### src/rtl/pulse_rst_loop_fhsl.sv
// Periodic pulse generator restarted by synchronous reset: a programmable first
// delay, then a pulse train with programmable high time and period.
module pulse_rst_loop_fhsl #(
  parameter int CLK_PERIOD_TIME  = 20,
  parameter int FIRST_DELAY_TIME = 20,
  parameter int HIGH_TIME        = 20,
  parameter int TOTAL_TIME       = 40
) (
  input  logic CLK_I,
  input  logic RST_I,
  output logic PULSE_O
);

  localparam logic [31:0] FIRST_CYC = 32'(FIRST_DELAY_TIME / CLK_PERIOD_TIME);
  localparam logic [31:0] HIGH_CYC  = 32'(HIGH_TIME / CLK_PERIOD_TIME);
  localparam logic [31:0] TOTAL_RAW = 32'(TOTAL_TIME / CLK_PERIOD_TIME);
  localparam logic [31:0] TOTAL_CYC = (TOTAL_RAW == 32'd0) ? 32'd1 : TOTAL_RAW;
  localparam logic [31:0] LOW_CYC   = (TOTAL_CYC > HIGH_CYC) ? (TOTAL_CYC - HIGH_CYC) : 32'd0;

  localparam logic [1:0] ST_DELAY = 2'd0;
  localparam logic [1:0] ST_HIGH  = 2'd1;
  localparam logic [1:0] ST_LOW   = 2'd2;

  logic [1:0]  state_q, state_d;
  logic [31:0] cnt_q, cnt_d;
  logic        pulse_q, pulse_d;

  always_comb begin
    state_d = state_q;
    cnt_d   = cnt_q;
    pulse_d = pulse_q;
    case (state_q)
      ST_DELAY: begin
        // cnt_q counts released edges already seen, so the first pulse lands on edge FIRST_CYC+1.
        if (cnt_q == FIRST_CYC) begin
          cnt_d = 32'd1;
          if (HIGH_CYC == 32'd0) begin
            state_d = ST_LOW;
            pulse_d = 1'b0;
          end else begin
            state_d = ST_HIGH;
            pulse_d = 1'b1;
          end
        end else begin
          cnt_d = cnt_q + 32'd1;
        end
      end
      ST_HIGH: begin
        if (HIGH_CYC >= TOTAL_CYC) begin
          pulse_d = 1'b1;
        end else if (cnt_q >= HIGH_CYC) begin
          state_d = ST_LOW;
          pulse_d = 1'b0;
          cnt_d   = 32'd1;
        end else begin
          cnt_d = cnt_q + 32'd1;
        end
      end
      ST_LOW: begin
        if (HIGH_CYC == 32'd0) begin
          pulse_d = 1'b0;
        end else if (cnt_q >= LOW_CYC) begin
          state_d = ST_HIGH;
          pulse_d = 1'b1;
          cnt_d   = 32'd1;
        end else begin
          cnt_d = cnt_q + 32'd1;
        end
      end
      default: begin
        state_d = ST_DELAY;
        cnt_d   = 32'd0;
        pulse_d = 1'b0;
      end
    endcase
  end

  always_ff @(posedge CLK_I) begin
    if (RST_I) begin
      state_q <= ST_DELAY;
      cnt_q   <= 32'd0;
      pulse_q <= 1'b0;
    end else begin
      state_q <= state_d;
      cnt_q   <= cnt_d;
      pulse_q <= pulse_d;
    end
  end

  assign PULSE_O = pulse_q;

endmodule

### config.mk
export PLATFORM = sky130hd
export DESIGN_NAME = pulse_rst_loop_fhsl
export DESIGN_NICKNAME = d
export VERILOG_FILES = /design/src/rtl/pulse_rst_loop_fhsl.sv
export SDC_FILE = /design/constraint.sdc
export NUM_CORES = 1
export LEC_CHECK = 0
export CAP_MARGIN = 10
export CORE_ASPECT_RATIO = 1.1
export CORE_UTILIZATION = 65
export DETAILED_ROUTE_END_ITERATION = 10
export DONT_BUFFER_PORTS = 1
export GPL_TIMING_DRIVEN = 0
export PLACE_DENSITY = 0.8
export SLEW_MARGIN = 10
export SYNTH_ARGS = -nofsm -noshare
export SYNTH_HDL_FRONTEND = slang
export SYNTH_SLANG_ARGS = --single-unit
### constraint.sdc
create_clock -name CLK_I -period 3.66 [get_ports CLK_I]
set_input_delay 0.732 -clock CLK_I [delete_from_list [all_inputs] [get_ports CLK_I]]
set_output_delay 0.732 -clock CLK_I [all_outputs]
set_load 0.01 [all_outputs]
Yosys cells after proc, flatten, opt, wreduce, memory -nomap -nowiden
Index checks and enable logic that the tools add are counted.
{"block": "classes", "n_addsub": 1, "n_mul": 0, "div_mod_pow": 0, "magnitude_cmp": 1, "n_eq_ne": 6, "shift": 0, "n_mux": 11, "bitwise_logic": 0, "n_reduce_logical": 3}
{"op": "32-bit two-way mux", "n": 2}
{"op": "32-bit one-hot mux with 2 select lines", "n": 1}
{"op": "32-bit by 1-bit adder with 32-bit output, second input constant", "n": 1}
{"op": "32-bit by 1-bit equality test with 1-bit output, second input constant", "n": 1}
{"op": "32-bit by 1-bit >= comparator with 1-bit output, second input constant", "n": 1}
{"op": "2-bit two-way mux", "n": 3}
{"op": "2-bit inequality test, second input constant", "n": 3}
{"op": "2-bit one-hot mux with 3 select lines", "n": 1}
{"op": "1-bit two-way mux", "n": 3}
{"op": "1-bit one-hot mux with 3 select lines", "n": 1}
{"op": "3-bit AND reduction", "n": 1}
{"op": "2-bit by 1-bit equality test with 1-bit output, second input constant", "n": 1}
{"op": "2-bit equality test, second input constant", "n": 1}
{"op": "2-bit logical NOT", "n": 1}
{"op": "2-bit OR reduction", "n": 1}
{"block": "totals", "regBits": 35, "latch_bits": 0, "mem_bits_rw": 0, "rom_bits": 0, "input_bits": 2, "out_inout_bits": 1, "wordCells": 25, "mem_count": 0}

Longest topological paths before layout
{"block": "logic_depth", "ltp_word": 3, "depth_mapped": 8, "depth_no_buf": 6}

Worst setup path before layout
No wires, ideal clock.
{"block": "synth_timing", "kind": "register to register", "start": "register cnt_q[0]", "end": "register cnt_q[22]", "setup_ps": 115, "t_arrival_ps": 1692, "required_time_ps": 3545, "path_slack_ps": 1853, "stages_incl_launch_ff": 7, "path_buffers": 0, "period_less_slack_ps": 1807, "path_cell_list": "dfxtp_1 > ha_1 > nand3_1 > nor4_2 > nand4_1 > xor2_1 > nor2_2"}
{"block": "synth_via", "elab_chain_len": 3, "word_cells_on_any_way": 6, "cone_classes": "1 x add/sub; 1 x order compare; 1 x eq/ne; 3 x mux"}
{"item": "from (decl)", "line_no": "25", "rtl": "logic [31:0] cnt_q, cnt_d;"}
{"item": "from (signal assigned)", "line_no": "85", "rtl": "cnt_q <= cnt_d;"}
{"item": "32-bit by 1-bit adder with 32-bit output, or another cell as far along", "line_no": "45, 56, 67"}
{"item": "32-bit two-way mux, on equally long branches", "line_no": "51, 62, 35"}
{"item": "32-bit one-hot mux with 2 select lines (*)", "line_no": "32", "rtl": "case (state_q)"}
Mark *: on every way between the ends. The rest lies on a longest branch, timed or not.
A chain may end at the register's enable or synchronous reset.

Final worst setup path
{"block": "layout_timing", "start": "register cnt_q[0]", "end": "register cnt_q[18]"}
Same word-level chain as after synthesis.

==> flow_summary.yaml <==
outcome:
  status: "finished, final reports clean"
synth:
  dominantRegCellSynth: "dfxtp_1"
  netlist_top_cells_area: "dfxtp_1 38%, xor2_1 12%, ha_1 6.2%, nor2_1 5.8%, nand3_1 4.1%"
  register_area_share_after_synthesis_pct: 38.4
  post_synthesis_cell_type_with_the_largest_combined_area: "dfxtp_1"
  netlist_area_sq_um: 1820
  synthesis.instances: 201
  post_synth_edffs: 0
  synth_nets: 212
  fraction_of_synthesis_flops_using_an_asynchronous_set_or_reset_pin_pct: 0
  synth_most_common_cell: "dfxtp_1"
  synth_seq_cells: 35
  avg_cell_area_syn_sq_um: 9.08
  netlist-cell-type-count: 30
  synthesis.yosys.warnings: 0
  synth_commonest_cells: "35 x dfxtp_1, 28 x nor2_1, 24 x xor2_1, 15 x nand3_1"
  netlist.area_leader.share_pct: 38.4
worst_setup_path:
  path_max_fanout: 10
  setup.worst_path.end_class: "flip-flop"
  worst-setup-path-type: "flip-flop to flip-flop"
  crit_path_start_kind: "flip-flop"
  worstPathRequired_ns: 3.94
  wp_data_arrival_ns: 2.49
routing:
  drt-vias-per-instance: 6.00
  vias: 1439
  dr.pass1.iters: 4
  final_antenna_net_count: 0
  detail_route.iter0.violations: 44
  drt-total-wl_microns: 3520
  drc_errors: 0
  drt_wl_cell_microns: 14.7
floorplanning:
  io_pins: 3
  placement_rows: 19
  initial_utilization_pct: 71.1
  design.die.area_sq_um: 3020
  core_region_area_sq_um: 2570
  dieWidth_microns: 52.5
  die_height_microns: 57.6
clocking:
  clock-sinks: 35
  tritoncts_clock_tree: "built"
  hold_buffer_count_at_cts: 0
  postCtsSetupRepairBufs: 0
  clock_tree.root_cell: "clkbuf_4"
  path_clk_slew_ns: 0.10
  cts_max_path_buffers: 2
  clock_latency_on_the_worst_skew_pair_ns: 0.34
  cts-buffers-inserted: 5
  h_tree_level_count: 2
  post_cts_resized: 0
placed_design:
  place.port_buffers: 0
  routabilityCongestion: 0.819
  hpwl_microns: 2480
  place_inst: 232
finish:
  antenna_cells_inserted: 0
  final_nets: 219
  final_cell_count_no_fill: 240
  layout-drive-gt1-share_pct: 12.4
  area_delta_synth_final_pct: 5.90
timing:
  rsz_0062_raised_after_global_routing: "no"
  final-setup-viol-count: 0
  worst_hold_slack_ns: 0.454
  layout_worst_path_cycle_share_pct: 60.4
  final_max_slew_viol_count: 0
  final.setup.tns_ns: 0
  slew_headroom_pct: 33.6
  maxClockFrequency_mhz: 452
  finClkSkew_ns: 0.00638
  worstMarginPinSlew_ns: 0.988
  layout_min_cycle_time_ns: 2.21
  hold_viol: 0
global_route:
  vias_in_the_first_global_route: 1367
  grt_overflow_total: 0
  global_route.usage.total_pct: 26.6
  grt_max_degree: 11
  antenna_violations_before_repair: 0
  first_pass_grt_wire_length_microns: 5950
flow_run:
  cap_violations: 0
power:
  p_total_w: 0.000957
  power_density_nw_per_um2: 495
  p_leak_nw: 0.681
  peakVddDrop_mv: 0.505
min_path:
  timing.hold.worst.class: "input pin to flip-flop"
-- cell usage in the layout, fill, tap and decap left out --
master | Yosys | final
nand2_1 | 8 | 8
o41ai_1 | 1 | 1
ha_1 | 9 | 9
and3_1 | 8 | 8
nand4_1 | 10 | 10
a41o_1 | 1 | 1
buf_2 | 2 | 2
a211oi_1 | 1 | 1
nand4b_1 | 3 | 3
clkbuf_4 | 0 | 5
inv_1 | 7 | 7
o31ai_1 | 2 | 2
nor4b_2 | 1 | 1
xor2_1 | 24 | 24
nor4_4 | 1 | 1
o21ai_0 | 2 | 2
nor2_1 | 28 | 28
and2_1 | 2 | 2
dfxtp_1 | 35 | 35
clkbuf_1 | 0 | 1
o21a_1 | 1 | 1
nor2_2 | 10 | 10
nor4_1 | 9 | 9
nor4_2 | 2 | 2
clkbuf_8 | 0 | 2
nor3_1 | 1 | 1
nand3_1 | 15 | 15
buf_6 | 3 | 3
and4_1 | 5 | 5
or4_1 | 1 | 1
nand2b_1 | 2 | 2
a41oi_1 | 1 | 1
xnor2_1 | 6 | 6
-- cell families (layout without fill, tap and decap cells) --
family,Yosys count,count (layout),synth area share [%]
and+or+nand+nor,106,106,33.5
DFF,35,35,38.4
xor gates and xnor gates,30,30,14.4
buffers and inverters,12,20,3.84
adders and majority gates,9,9,6.17
AOI/OAI and AO/OA,9,9,3.70
-- power by group --
| group | switching (W) | total [W] | internal [W] |
|---|---|---|---|
| logic | 0.000167 | 0.000283 | 0.000116 |
| registers | 0.0000304 | 0.000435 | 0.000405 |
| clock network | 0.000126 | 0.000239 | 0.000113 |
-- cell type report --
cell class                      instances  area, sq um
Fill cell                             195          636
Inverter                                7         26.3
Clock buffer                            8         68.8
Buffer                                  5         43.8
Sequential cell                        35          701
Multi-Input combinational cell        154         1050
Tap cell                               31         38.8
-- final timing paths --
check	startpoint	depth (start not counted)	slack (ns)	to
worst max-delay path	cnt_q[0]$_SDFF_PP0_	6	1.45	cnt_q[18]$_SDFF_PP0_
worst min-delay path	RST_I	1	0.45	cnt_q[0]$_SDFF_PP0_
worst max register to register	cnt_q[0]$_SDFF_PP0_	6	1.45	cnt_q[18]$_SDFF_PP0_
worst min register to register	PULSE_O$_SDFFE_PP0P_	2	0.56	PULSE_O$_SDFFE_PP0P_
-- routing by layer --
| metal | routed length, microns | track usage, % | share of wire, % |
|---|---|---|---|
| met1 | 1640 | 33.4 | 47 |
| met2 | 1710 | 41.0 | 49 |
| met3 | 100 | 6.67 | 2.8 |
| met4 | 69 | 14.3 | 2.0 |
| met5 | 0 | 0 | 0 |
-- state kept, by name, summed over array words and instances (netlist names) --
signal and count:
state_q 2, PULSE_O 1, cnt_q 32
-- through the flow --
stage                     setup slack, ns  util [%]  instance area (sq um)
after floorplan                      1.85         -                   1820
after global placement               1.47      72.6                   1860
after detailed placement             1.46      72.6                   1860
after CTS                            1.44      75.2                   1930
after global routing                 1.20      75.2                   1930
final                                1.45      75.2                   1930
-- critical path: stages (launching register included) --
cell and delay (ns):
dfxtp_1 0.41, ha_1 0.24, nand3_1 0.14, nor4_2 0.87, nand3_1 0.20, xor2_1 0.20
nor2_1 0.09
Power figures use the tool's default switching activity.
